File: config.mk
export PLATFORM = sky130hd
export DESIGN_NAME = mem_port_arbiter
export DESIGN_NICKNAME = d
export VERILOG_FILES = /design/src/rtl/mem_port_arbiter_pkg.sv /design/src/rtl/mem_port_arbiter_rd_tag_pipe.sv /design/src/rtl/mem_port_arbiter.sv
export SDC_FILE = /design/constraint.sdc
export NUM_CORES = 1
export LEC_CHECK = 0
export CAP_MARGIN = 20
export CELL_PAD_IN_SITES_DETAIL_PLACEMENT = 1
export CELL_PAD_IN_SITES_GLOBAL_PLACEMENT = 1
export CORE_UTILIZATION = 25
export CTS_BUF_LIST = sky130_fd_sc_hd__clkbuf_8
export DETAILED_ROUTE_END_ITERATION = 10
export PLACE_DENSITY = 0.88
export SYNTH_ARGS = -nofsm -noshare
export SYNTH_HDL_FRONTEND = slang
export SYNTH_SLANG_ARGS = --single-unit
File: constraint.sdc
create_clock -name clk -period 1.4 [get_ports clk]
set_clock_uncertainty 0.05 [all_clocks]
set_input_delay 0.14 -clock clk [delete_from_list [all_inputs] [get_ports clk]]
set_output_delay 0.14 -clock clk [all_outputs]
set_load 0.02 [all_outputs]
File: src/rtl/mem_port_arbiter_pkg.sv
// ============================================================================
//  Module   : mem_port_arbiter_pkg
//  Brief    : Shared types and constants for the data-memory port arbiter.
//  Revision : 1.0 - initial release
// ============================================================================
`default_nettype none

package mem_port_arbiter_pkg;

  typedef enum logic {
    OWN_P = 1'b0,
    OWN_D = 1'b1
  } mem_owner_t;

  typedef struct packed {
    logic       vld;
    mem_owner_t own;
  } rd_tag_t;

  localparam int STARVE_MAX_DEF = 4;
  // Wide enough for the largest legal STARVE_MAX (15).
  localparam int CNT_W = 4;

  function automatic logic [CNT_W-1:0] sat_inc(input logic [CNT_W-1:0] v,
                                               input logic [CNT_W-1:0] lim);
    return (v >= lim) ? lim : v + 1'b1;
  endfunction

endpackage

`default_nettype wire

File: src/rtl/mem_port_arbiter_rd_tag_pipe.sv
// ============================================================================
//  Module   : mem_port_arbiter_rd_tag_pipe
//  Brief    : DEPTH-stage shift register of read tags, sync active-low clear.
//  Revision : 1.0 - initial release
// ============================================================================
`default_nettype none

module mem_port_arbiter_rd_tag_pipe
  import mem_port_arbiter_pkg::*;
#(
  parameter int DEPTH = 1
) (
  input  logic    clk,
  input  logic    rst,
  input  rd_tag_t tag_i,
  output rd_tag_t tag_o
);

  rd_tag_t stage_q [DEPTH];

  always_ff @(posedge clk) begin
    if (!rst) begin
      for (int i = 0; i < DEPTH; i++) begin
        stage_q[i] <= '0;
      end
    end else begin
      stage_q[0] <= tag_i;
      for (int i = 1; i < DEPTH; i++) begin
        stage_q[i] <= stage_q[i-1];
      end
    end
  end

  assign tag_o = stage_q[DEPTH-1];

endmodule

`default_nettype wire

File: src/rtl/mem_port_arbiter.sv
// ============================================================================
//  Module   : mem_port_arbiter
//  Brief    : Fixed-priority (P) data-memory arbiter with D starvation guard
//             and tagged read return.
//  Revision : 1.0 - initial release
// ============================================================================
`default_nettype none

module mem_port_arbiter
  import mem_port_arbiter_pkg::*;
#(
  parameter int DATA_W     = 32,
  parameter int ADDR_W     = 8,
  parameter int STARVE_MAX = STARVE_MAX_DEF,
  parameter int RD_LAT     = 1
) (
  input  logic              clk,
  input  logic              rst,

  input  logic              p_req,
  input  logic              p_we,
  input  logic [ADDR_W-1:0] p_addr,
  input  logic [DATA_W-1:0] p_wdata,
  output logic              p_gnt,
  output logic              p_rvalid,
  output logic [DATA_W-1:0] p_rdata,
  output logic              p_stall,

  input  logic              d_req,
  input  logic              d_we,
  input  logic [ADDR_W-1:0] d_addr,
  input  logic [DATA_W-1:0] d_wdata,
  output logic              d_gnt,
  output logic              d_rvalid,
  output logic [DATA_W-1:0] d_rdata,

  output logic [ADDR_W-1:0] mem_addr,
  output logic [DATA_W-1:0] mem_wdata,
  output logic              mem_read,
  output logic              mem_write,
  input  logic [DATA_W-1:0] mem_rdata
);

  localparam logic [CNT_W-1:0] c_starve_lim = CNT_W'(STARVE_MAX);

  logic [CNT_W-1:0]  starve_cnt_q;
  logic [CNT_W-1:0]  starve_cnt_d;
  logic [DATA_W-1:0] p_rdata_q;
  logic [DATA_W-1:0] d_rdata_q;

  logic    d_win;
  logic    win_we;
  logic    any_gnt;
  rd_tag_t tag_in;
  rd_tag_t tag_out;

  // D takes the port when alone, or when it has lost STARVE_MAX times in a row.
  always_comb begin
    d_win = 1'b0;
    if (d_req && (!p_req || (starve_cnt_q == c_starve_lim))) begin
      d_win = 1'b1;
    end
  end

  assign p_gnt   = rst & p_req & ~d_win;
  assign d_gnt   = rst & d_req &  d_win;
  assign p_stall = p_req & ~p_gnt;
  assign any_gnt = p_gnt | d_gnt;

  assign mem_addr  = d_win ? d_addr  : p_addr;
  assign mem_wdata = d_win ? d_wdata : p_wdata;
  assign win_we    = d_win ? d_we    : p_we;
  assign mem_write = any_gnt &  win_we;
  assign mem_read  = any_gnt & ~win_we;

  always_comb begin
    starve_cnt_d = '0;
    if (d_req && !d_gnt) begin
      starve_cnt_d = sat_inc(starve_cnt_q, c_starve_lim);
    end
  end

  always_ff @(posedge clk) begin
    if (!rst) begin
      starve_cnt_q <= '0;
    end else begin
      starve_cnt_q <= starve_cnt_d;
    end
  end

  always_comb begin
    tag_in     = '0;
    tag_in.vld = mem_read;
    tag_in.own = d_win ? OWN_D : OWN_P;
  end

  mem_port_arbiter_rd_tag_pipe #(
    .DEPTH (RD_LAT)
  ) u_rd_tag_pipe (
    .clk   (clk),
    .rst   (rst),
    .tag_i (tag_in),
    .tag_o (tag_out)
  );

  // Gating with rst drops a return that would land during the reset cycle.
  assign p_rvalid = rst & tag_out.vld & (tag_out.own == OWN_P);
  assign d_rvalid = rst & tag_out.vld & (tag_out.own == OWN_D);

  // d_mem presents data in the return cycle: forward it, then hold it.
  assign p_rdata = p_rvalid ? mem_rdata : p_rdata_q;
  assign d_rdata = d_rvalid ? mem_rdata : d_rdata_q;

  always_ff @(posedge clk) begin
    if (!rst) begin
      p_rdata_q <= '0;
      d_rdata_q <= '0;
    end else begin
      if (p_rvalid) begin
        p_rdata_q <= mem_rdata;
      end
      if (d_rvalid) begin
        d_rdata_q <= mem_rdata;
      end
    end
  end

endmodule

`default_nettype wire

# Word-level counts from Yosys, hierarchy flattened
# Memories as Yosys holds them, arrays and structs flattened.
# Index checks and enable logic that the tools add are counted.
# W data, S select, Z words.
# word_totals
register_bits,68
n_memories,1
mem_bits_rw,2
latchBits,0
wordCells,45
mem_bits_ro,0
# memory_table
memory,depth,word_bits,rd,rd_ports_with_merged_regs,wr,line_no,source
u_rd_tag_pipe.stage_q,1,2,1,0,1,mem_port_arbiter_rd_tag_pipe.sv:19,rd_tag_t stage_q [DEPTH];
# op_classes
n_mux,12
n_mul,0
add_sub_neg,1
n_reduce_logical,8
magnitude_cmp,1
n_eq_ne,1
n_shift,0
bitwise_logic,17
div,0
# ops
cell,count
$mux W32,3
$and A1 B1 Y1,10
$mux W8,1
$mux W1,6
$not A1 Y1,6
$add A4 B1 Y4 const B,1
$eq A4 B3 Y1 const B,1
$ge A4 B3 Y1 const B,1
$mux W3,1
$reduce_or A3 Y1,1
$logic_and A1 B1 Y1,2
$logic_not A1 Y1,2
$mux W2,1
$reduce_and A2 Y1,1
$reduce_or A2 Y1,1
$logic_or A1 B1 Y1,1
$or A1 B1 Y1,1

# Depth between registers and ports, before layout
# Gate-level depths: netlist of run 1.
# depth
depth_word,9
depth_mapped,6

# Modules after synthesis
# A second synthesis of run 1 with hierarchy kept.
# unflattened
cells_unflattened,286
hier_area_um2,3430.8
# by_module_without_submodules
module,area_each_um2,instances,cells_each
mem_port_arbiter,3378.2,1,282
mem_port_arbiter_rd_tag_pipe,52.6,1,4

# Least setup slack after synthesis of run 1
# Ideal clock, no wire load.
# synth_timing
kind,reg-to-output
startpoint,reg starve_cnt_q[0]
endpoint,out mem_addr[3]
arrival_ns,1.446
path_buffers,1
path_stages_with_launch,7
slack_ns,-0.236
required_time_ns,1.210
cell_sequence,dfxtp_1 inv_1 ha_1 nand4b_2 o21ai_4 buf_6 mux2_2
# synth_between
elab_chain_len,5
# synth_lines
element,line_no,source
start: declaration,mem_port_arbiter.sv:46,logic [CNT_W-1:0] starve_cnt_q;
start signal: assignment,mem_port_arbiter.sv:87,starve_cnt_q <= starve_cnt_d;
$eq A4 B3 Y1,mem_port_arbiter.sv:60,if (d_req && (!p_req || (starve_cnt_q == c_starve_lim))) begin
$logic_or A1 B1 Y1,mem_port_arbiter.sv:60,
$logic_and A1 B1 Y1,mem_port_arbiter.sv:60,
$mux W1,mem_port_arbiter.sv:60,
$mux W8,mem_port_arbiter.sv:70,assign mem_addr = d_win ? d_addr : p_addr;
end: declaration,mem_port_arbiter.sv:37,"output logic [ADDR_W-1:0] mem_addr,"
# Every way passes these cells.

# Worst setup path after layout of run 1
# layout_timing
startpoint,reg starve_cnt_q[1]
endpoint,out mem_wdata[26]
# layout_between
elab_chain_len,5
# layout_lines
element,line_no,source
$eq A4 B3 Y1,mem_port_arbiter.sv:60,
$logic_or A1 B1 Y1,mem_port_arbiter.sv:60,
$logic_and A1 B1 Y1,mem_port_arbiter.sv:60,
$mux W1,mem_port_arbiter.sv:60,
$mux W32,mem_port_arbiter.sv:71,assign mem_wdata = d_win ? d_wdata : p_wdata;
end: declaration,mem_port_arbiter.sv:38,"output logic [DATA_W-1:0] mem_wdata,"
# Every way passes these cells.

==> flow_summary_export.csv, run 1 <==
group,metric,value,unit
cells_and_area,fin_nets,701,
synth,synthTopCellsByCount,"dfxtp_1, and2_1, mux2_4, mux2_2, buf_6",
synth,yosysMostFrequentCell,"dfxtp_1",
cells_and_area,fin_area,7579,um^2
clock_network,cts_made_buffers,9,
global_routing,grt_max_degree,36,
cells_and_area,fillers,1379,
global_routing,grt_pass1_wl,21510,um
outcome,violations,"negative setup slack",
flow_run,cap_violations,0,
clock_network,htree_levels,3,
placement,place_hpwl,10410,um
synth,syn_inst,286,
synth,synth_top_area_cell,"dfxtp_1",
synth,syn_area,3580,um^2
clock_network,clk_pin_slew,0.08,ns
cells_and_area,layout-drive-gt1-share,64.51,%
drt,via_count,3377,
placement,numPortBuffers,228,
critical_path,worst-path-max-fanout,6,
synth,synthTopCellsByArea,"dfxtp_1, mux2_4, mux2_2, and2_1, buf_6",
drt,wl,15780,um
timing,max_clock_freq,467.9,MHz
timing,hold_viol_final,0,
synth,synth_edf_count,0,
synth,ys_ff_latch,70,
global_routing,grt.total_usage,20.04,%
pwr,peakVddDrop,0.4852,mV
min_path,hold_path_class,"input port to flip-flop",
placement,place_inst,693,
clock_network,clockBufferDepth,2,
timing,timing.final.ws_setup,-0.7371,ns
synth,mappedNetlistNets,406,
floorplanning,fp-row-count,43,
global_routing,grt_pass1_vias,3809,
outcome,status,"complete, but fails checks",
synth,synth_warnings,0,
drt,viasPerCell,4.386,
critical_path,crit_path_end_kind,"output pin",
pwr,p_leak,3.605,nW
drt,drt_first_iter_violations,58,
timing,setup_viol,163,
synth,synth_top_area_share,39.15,%
cells_and_area,synthToLayoutAreaGrowth,111.7,%
timing,rsz0062_at_grt,"yes",
timing,min_period,2.137,ns
critical_path,critPathRequiredTime,1.21,ns
synth,syn_area_per_cell,12.52,um^2
synth,synth_seq_area_share,39.15,%
clock_network,clock-sinks,70,
floorplanning,die_y,121.7,um
floorplanning,core_area,13930,um^2
synth,synth-main-ff-cell,"dfxtp_1",
timing,period_share,152.6,%
timing,fin_setup_tns,-65.34,ns
global_routing,antenna_found_initial,3,
cells_and_area,finalNonFillerCells,770,
floorplanning,die_area,14800,um^2
placement,placed_cell_area,6291,um^2
clock_network,cts_tree,"built",
floorplanning,die_w,121.7,um
synth,ys_types,27,
critical_path,critPathKind,"flip-flop to output pin",
global_routing,grt_overflow,0,
synth,synth-async-reset-ratio,0,%
floorplanning,start_util,25.69,%
pwr,powerDensity,729.6,nW/um^2
critical_path,start_kind,"flip-flop",
drt,final_antenna_net_count,0,
drt,wire_per_inst,20.49,um
clock_network,cts_root_buf,"clkbuf_8",
drt,drc,0,
drt,drt_pass1_iterations,4,
floorplanning,ios,229,
critical_path,worst_ep_arrival_time,1.95,ns
placement,gp_congestion,0.7924,
cells_and_area,final_core_util,54.39,%
clock_network,clk_latency,0.36,ns
timing,drv_slew,0,
==> cells in the final DEF (no fill, tap or decap), types with 2 or more instances in the layout <==
master	n
buf_6	145
clkdlybuf4s50_1	116
mux2_4	103
dfxtp_1	66
and2_4	55
buf_4	15
and2_1	12
buf_12	11
clkbuf_8	9
buf_8	7
buf_2	5
diode_2	4
inv_2	3
clkinvlp_4	3
buf_16	3
inv_1	2
nor2b_1	2
bufinv_16	2
dfxtp_2	2
dfxtp_4	2
==> worst paths after layout <==
kind	startpoint	end	slack, ns	cells past startpoint
worst max-delay path	starve_cnt_q[1]$_SDFF_PP0_	mem_wdata[26]	-0.74	8
worst min-delay path	rst	u_rd_tag_pipe.stage_q[0][0]$_SDFF_PN0_	0.09	2
worst max register to register	u_rd_tag_pipe.stage_q[0][1]$_SDFF_PN0_	p_rdata_q[11]$_SDFF_PN0_	-0.32	8
worst min register to register	starve_cnt_q[0]$_SDFF_PP0_	starve_cnt_q[0]$_SDFF_PP0_	0.48	2
==> registers in the layout, summed over array words and instances (netlist names) <==
name	count
starve_cnt_q	4
d_rdata_q	32
u_rd_tag_pipe.stage_q	2
p_rdata_q	32
==> kinds of logic after synthesis <==
family | share of synthesized area [%]
other | 0.1048
adder cells (fa/ha/maj) | 0.6989
multiplexers | 38.80
AO/OA/AOI/OAI | 1.783
flip-flops | 39.15
buffers and inverters | 4.753
AND/OR/NAND/NOR | 14.71
==> metrics by stage <==
step           setup slack [ns]  hold slack, ns  power, mW
3_3_place_gp            -0.9050          0.4446      3.440
4_1_cts                 -0.7830         0.05633      5.546
6_report                -0.7371         0.08762      5.529
3_5_place_dp            -0.9912          0.4646      3.478
5_1_grt                 -0.8271         0.05133      5.779
2_1_floorplan           -0.1397          0.2442      2.717
==> worst max-delay path: stages (launching register included) <==
cell and delay, ns:
dfxtp_2 0.33, inv_2 0.07, ha_4 0.14, nand4b_4 0.13, o21ai_4 0.17, buf_12 0.17, buf_16 0.12, mux2_4 0.31
buf_6 0.13
==> area by class of cell <==
type                    count  area (um^2)  share of cell area [%]
repair buffers            302         3339                   44.06
inverters                   6        25.02                  0.3302
flip-flops and latches     70         1411                   18.62
multi-input cells         192         2347                   30.97
well taps                 180        225.2                   2.972
clock buffers               9        123.9                   1.634
clock inverters             7        96.34                   1.271
diodes                      4        10.01                  0.1321
==> report_power, final <==
group | internal, mW | total [mW] | switching (mW)
logic | 1.02 | 1.66 | 0.639
registers | 2.03 | 2.04 | 0.0175
clock network | 1.00 | 1.82 | 0.817
total | 4.06 | 5.53 | 1.47
==> metal layers <==
layer	routed length, um	GRT usage [%]	vias up
met3	1256	6.882	21
met5	0	0	-
li1	-	-	1565
met2	8896	39.91	160
met1	5235	18.01	1631
met4	386	8.410	0
==> timing repair <==
action | CTS | global route
buffers inserted | 39 | 21
gates cloned | 7 | 0
endpoints found under the setup margin | 143 | 173
pin swaps | 1 | 4
gates resized for setup | 691 | 109
hold buffers | 0 | 0
(Power assumes the default switching activity.)
==> inputs of run 2 (changes only) <==
--- a/config.mk
+++ b/config.mk
@@ -10,6 +10,7 @@
 export CELL_PAD_IN_SITES_GLOBAL_PLACEMENT = 1
 export CORE_UTILIZATION = 25
 export CTS_BUF_LIST = sky130_fd_sc_hd__clkbuf_8
+export CTS_CLUSTER_DIAMETER = 80
 export DETAILED_ROUTE_END_ITERATION = 10
 export PLACE_DENSITY = 0.88
 export SYNTH_ARGS = -nofsm -noshare
==> results of run 2 <==
Same layout as run 1: the final DEF is identical, and so are final timing and power.
==> inputs of run 3 (changes only) <==
--- a/config.mk
+++ b/config.mk
@@ -13,6 +13,7 @@
 export CTS_CLUSTER_DIAMETER = 80
 export DETAILED_ROUTE_END_ITERATION = 10
 export PLACE_DENSITY = 0.88
+export SLEW_MARGIN = 15
 export SYNTH_ARGS = -nofsm -noshare
 export SYNTH_HDL_FRONTEND = slang
 export SYNTH_SLANG_ARGS = --single-unit
==> constraint.sdc (replaced) <==
create_clock -name clk -period 1.4 [get_ports clk]
set_clock_uncertainty 0.05 [all_clocks]
set_input_delay 0.14 -clock clk [delete_from_list [all_inputs] [get_ports clk]]
set_output_delay 0.14 -clock clk [all_outputs]
set_load 0.01 [all_outputs]
==> flow_summary_export.csv, run 3 (synthesis results as in run 1) <==
group,metric,value,unit
cells_and_area,multi_input_area,2350,um^2
clock_network,clk_latency,0.34,ns
floorplanning,die_w,121.7,um
outcome,violations,"negative setup slack",
min_path,hold_path_class,"input port to flip-flop",
timing,rsz0062_at_grt,"yes",
pwr,peakVddDrop,0.5779,mV
global_routing,antenna_found_initial,6,
floorplanning,die_y,121.7,um
timing,relSlewSlack,61.78,%
clock_network,cts_root_buf,"clkbuf_8",
global_routing,grt.total_usage,21.13,%
clock_network,cts_tree,"built",
critical_path,crit_family,"buffers and inverters",
critical_path,cp.depth,9,
timing,tightest_slew,0.5734,ns
drt,viasPerCell,4.436,
timing,setup_viol,175,
timing,timing.final.ws_setup,-0.7701,ns
clock_network,cts_made_buffers,9,
global_routing,grt_pass1_vias,3827,
cells_and_area,layout_commonest_cell,"buf_6",
global_routing,grt_overflow,0,
timing,period_share,155.0,%
cells_and_area,synthToLayoutAreaGrowth,113.8,%
placement,numPortBuffers,228,
cells_and_area,fillers,1381,
critical_path,path_buf_inv,5,
drt,via_count,3438,
critical_path,worst-path-max-fanout,8,
pwr,powerDensity,734.7,nW/um^2
drt,drt_first_iter_violations,69,
floorplanning,start_util,25.69,%
placement,gp_congestion,0.8165,
floorplanning,core_area,13930,um^2
critical_path,cpMaxStageDelayCell,"dfxtp_2",
critical_path,critPathRequiredTime,1.21,ns
outcome,status,"complete, but fails checks",
floorplanning,fp-row-count,43,
clock_network,htree_levels,3,
cells_and_area,final_core_util,54.92,%
drt,drc,0,
placement,place_hpwl,11130,um
cells_and_area,fin_nets,703,
flow_run,cap_violations,0,
critical_path,worst_ep_arrival_time,1.98,ns
critical_path,reg2reg_depth,8,
cells_and_area,layout_common_cells,"buf_6, clkdlybuf4s50_1, mux2_4",
placement,post-place-ws,-0.8720,ns
critical_path,start_kind,"flip-flop",
cells_and_area,ff_latch_area,1409,um^2
cells_and_area,layout-drive-gt1-share,65.14,%
timing,max_clock_freq,460.8,MHz
critical_path,worstPathCellList,"inv_2, ha_4, nand4b_4, o21ai_4, buf_12, buf_8, buf_12, mux2_4, buf_6",
critical_path,cpPeakStageDelay,0.34,ns
critical_path,critPathKind,"flip-flop to output pin",
cells_and_area,fin_area,7652,um^2
drt,wire_per_inst,21.42,um
global_routing,grt_max_degree,54,
drt,final_antenna_net_count,0,
clock_network,clockBufferDepth,2,
cells_and_area,finalNonFillerCells,775,
drt,drt_pass1_iterations,3,
critical_path,path_common_cell,"buf_12",
clock_network,cts_hold_repair.buffers,0,
drt,wl,16600,um
clock_network,clk_pin_slew,0.08,ns
timing,drv_slew,0,
timing,hold_viol_final,0,
placement,placed_cell_area,6326,um^2
min_path,min_path_cells,3,
timing,holdWs,0.2987,ns
floorplanning,die_area,14800,um^2
critical_path,crit_path_end_kind,"output pin",
clock_network,clock-sinks,70,
pwr,p_leak,3.646,nW
timing,min_period,2.170,ns
cells_and_area,reg_top3,"d_rdata_q (32), p_rdata_q (32), starve_cnt_q (4)",
placement,place_inst,700,
floorplanning,ios,229,
global_routing,grt_pass1_wl,22590,um
run 3: changes by cell type in the layout (fill, tap and decap cells not counted), sizes merged, moves of 2 or more:
cell      delta
clkbuf       +2
inv          -3
diode        +3
clkinvlp     -3
clkinv       +4
run 3: worst paths after layout:
| kind | start | endpoint | slack, ns |
|---|---|---|---|
| max reg2reg | u_rd_tag_pipe.stage_q[0][1]$_SDFF_PN0_ | p_rdata_q[11]$_SDFF_PN0_ | -0.27 |
| min | rst | d_rdata_q[12]$_SDFF_PN0_ | 0.30 |
| min reg2reg | starve_cnt_q[0]$_SDFF_PP0_ | starve_cnt_q[0]$_SDFF_PP0_ | 0.47 |
| max | starve_cnt_q[1]$_SDFF_PP0_ | mem_wdata[13] | -0.77 |
run 3: tightest hold or removal path, stage by stage:
cell    delay (ns)
buf_2         0.14
buf_4         0.22
and2_4        0.16
run 3: area by class of cell:
type                    instances  share of cell area, %
repair buffers                304                  44.06
multi-input cells             192                  30.71
flip-flops and latches         70                  18.41
well taps                     180                  2.943
clock buffers                  10                  1.799
clock inverters                 6                  1.422
inverters                       6                 0.4251
diodes                          7                 0.2289
run 3: per-layer routing:
metal	global-route usage, %	vias up	wire length (um)
met5	0	-	0
met2	40.38	171	9234
met1	19.21	1666	5377
met3	6.507	32	1178
li1	-	1569	-
met4	13.27	0	810
run 3: where the power goes:
part           switching, mW  internal [mW]
registers             0.0165           2.03
clock network          0.794           1.23
logic                  0.528           1.03
total                   1.34           4.28
run 3: repair_timing:
action | 4_1_cts | 5_1_grt
resized for setup | 633 | 82
pin swaps | 3 | 1
setup buffers | 37 | 16
endpoints found under the setup margin | 141 | 177
cloned | 7 | 1
run 3: stage by stage:
step | power, mW | TNS, ns
floorplan | 2.578 | -4.103
global placement | 3.327 | -57.60
detailed placement | 3.369 | -59.56
CTS | 5.616 | -72.91
global route | 5.882 | -78.32
finish | 5.622 | -68.17
==> RTL change: new RTL, settings of run 1 <==
`CNT_W`: 4 -> 6.
--- a/src/rtl/mem_port_arbiter_pkg.sv
+++ b/src/rtl/mem_port_arbiter_pkg.sv
@@ -19,7 +19,7 @@
 
   localparam int STARVE_MAX_DEF = 4;
   // Wide enough for the largest legal STARVE_MAX (15).
-  localparam int CNT_W = 4;
+  localparam int CNT_W = 6;
 
   function automatic logic [CNT_W-1:0] sat_inc(input logic [CNT_W-1:0] v,
                                                input logic [CNT_W-1:0] lim);
Function: same outputs for any inputs over 10 cycles, from zero or initial values and one cycle with rst low; that may be too few to reach the edited logic, so the function may still have changed.
==> RTL change against run 1 <==
  * Critical endpoint is now mem_wdata[5]
  * Setup slack worse by 0.059 ns
  * Synthesized cell count grew 2.8%
  * The flow still finishes with violations (setup timing)
  * Sequential cell count rose by 2
  * Synthesized area down 6.9%
  * Design area grew 2.2%
  * Wire length is 9.6% higher
  * Critical path depth fell by 2
  * Power up 5.4%
==> RTL change: results (changes against run 1) <==
| Metric | Value |
|---|---|
| GPL Wtd Cong | `0.936 (was 0.792)` |
| First-pass GRT wire length | `24.9 mm (was 21.5 mm)` |
| Worst hold path type | `primary input to flip-flop (unchanged)` |
| Hold_sp | `rst (unchanged)` |
| Largest net degree at the start of global routing | `46 (was 36)` |
| Vias in the first global route | `3845 (was 3809)` |
| Top_reg_cell synth | `dfxtp_1 (unchanged)` |
| Post-synth top cells | `mux2_2 (102), dfxtp_1 (72), and2_1 (65) (was dfxtp_1 (70), and2_1 (67), mux2_4 (58))` |
| Worst vdd ir | `537 uV (was 485 uV)` |
| Distinct cells, synth | `26 (was 27)` |
| Placed inst area | `6220 sq um (was 6290 sq um)` |
| Reg2reg start | `u_rd_tag_pipe.stage_q[0][0] (was u_rd_tag_pipe.stage_q[0][1])` |
| Initial antenna violation count | `0 (was 3)` |
| Status | `complete, but fails checks (unchanged)` |
| Worst-path clk slew | `0.08 ns (about the same)` |
| Met3 global-route usage | `5.77% (was 6.88%)` |
| Register area share after synthesis | `43.2% (was 39.1%)` |
| Biggest regs | `d_rdata_q: 32 flops, p_rdata_q: 32 flops, starve_cnt_q: 6 flops (was d_rdata_q: 32 flops, p_rdata_q: 32 flops, starve_cnt_q: 4 flops)` |
| Share of cells above drive strength 1 | `63.9% (was 64.5%)` |
| CTS max path bufs | `2 (unchanged)` |
| Via count | `3388 (was 3377)` |
| Failing checks | `setup timing (unchanged)` |
| Worst Setup SP | `starve_cnt_q[4] (was starve_cnt_q[1])` |
| Input/output buffers | `228 (unchanged)` |
| H-Tree Depth | `3 (unchanged)` |
| P_leak | `3.63 nW (was 3.60 nW)` |
| WL final | `17.3 mm (was 15.8 mm)` |
| Asr flop ratio synth | `0% (unchanged)` |
| ANT cells | `0 (was 4)` |
| CTS root buffer | `clkbuf_8 (unchanged)` |
| Total track usage | `24.1% (was 20.0%)` |
| Final setup violation count | `172 (was 163)` |
| Syn Area/Cell | `11.3 sq um (was 12.5 sq um)` |
| Synth warn | `0 (unchanged)` |
| Final WS setup | `-0.797 ns (was -0.737 ns)` |
| DP Cell Count | `694 (was 693)` |
| Number of DRC markers in iteration 0 | `125 (was 58)` |
| Fillers | `1241 (was 1379)` |
| CTS Buf Count | `9 (unchanged)` |
| Worst-Skew Late Latency | `0.34 ns (was 0.36 ns)` |
| NumNets Final | `702 (was 701)` |
| Post-DP HPWL | `10.1 mm (was 10.4 mm)` |
| Grt total ovfl | `0 (unchanged)` |
| Finished Layout Cells | `759 (was 770)` |
| Met1 Resource Use GR | `27.5% (was 18.0%)` |
| Largest fanout on the critical path | `7 (was 6)` |
| Met2 GRT Util | `44.9% (was 39.9%)` |
| Largest cells by area after synthesis | `dfxtp_1 (43%), mux2_2 (34%), and2_1 (12%), buf_2 (1.1%), clkbuf_1 (0.90%) (was dfxtp_1 (39%), mux2_4 (24%), mux2_2 (14%), and2_1 (12%), buf_6 (3.1%))` |
| Pre-Repair DR Iteration Count | `4 (unchanged)` |
| Slew headroom | `66.6%` |
| Worst Path Arrival | `2.01 ns (was 1.95 ns)` |
## RTL change: cell types whose count changed in the layout (fill, tap and decap cells not counted), sizes merged, moves of 2 or more
cell	delta
and3	+2
clkinvlp	-3
dfxtp	+2
buf	-8
o2bb2ai	+3
conb	+2
diode	-4
a32o	-2
and2	-2
## RTL change: cell type report
type | instances | area (sq um) | share of cell area (%)
sequential | 72 | 1450 | 18.7
clock buffer | 10 | 138 | 1.78
timing repair buffer | 294 | 3340 | 43.1
tap | 172 | 215 | 2.78
multi-input combinational | 199 | 2470 | 31.9
clock inverter | 6 | 108 | 1.39
inverter | 6 | 25.0 | 0.323
## RTL change: logic make-up after synthesis
kind of cell	after synthesis	share of synthesized area [%]
buf+inv	25	3.64
compound gates	9	2.21
simple gates	81	14.9
flops	72	43.2
fa+ha+maj	2	0.750
other cells	1	0.112
mux	104	35.1
## RTL change: final timing paths
check	to	slack (ns)	cells past startpoint
setup reg to reg	p_rdata_q[4]	-0.35	8
hold reg to reg	starve_cnt_q[0]	0.53	2
hold / removal	p_rdata_q[10]	0.32	3
setup / recovery	mem_wdata[5]	-0.80	6
## RTL change: routing by layer
layer	up-vias	share of wire, %
met3	28	5.3
li1	1571	-
met2	120	54
met5	-	0
met4	0	1.9
met1	1669	39
## RTL change: where the power goes
part / internal [mW] / switching [mW] / total [mW]
clock network: 1.23 / 0.798 / 2.02
logic: 1.02 / 0.678 / 1.70
registers: 2.09 / 0.0188 / 2.11
total: 4.33 / 1.49 / 5.83
## RTL change: what timing repair did
| action | in CTS | in global routing |
|---|---|---|
| endpoints found under the setup margin | 169 | 179 |
| buffers inserted | 35 | 21 |
| cloned | 11 | 0 |
| pin swaps | 3 | 7 |
| hold buffers | 0 | 0 |
| resized for setup | 748 | 117 |
## RTL change: worst max-delay path, stage by stage (launching register included)
cell and delay [ns]:
dfxtp_2 0.33, or3_4 0.41, o22ai_4 0.14, buf_6 0.18, buf_12 0.14, mux2_4 0.32
buf_6 0.14
## RTL change: metrics by stage
| step | TNS, ns | setup WS (ns) | hold WS, ns | total power [mW] |
|---|---|---|---|---|
| 2_1_floorplan | -14.95 | -0.341 | 0.243 | 2.75 |
| 3_3_place_gp | -69.52 | -1.02 | 0.435 | 3.48 |
| 3_5_place_dp | -73.98 | -1.04 | 0.467 | 3.51 |
| 4_1_cts | -79.15 | -0.885 | 0.296 | 5.78 |
| 5_1_grt | -80.41 | -0.879 | 0.322 | 6.03 |
| 6_report | -70.52 | -0.797 | 0.321 | 5.83 |
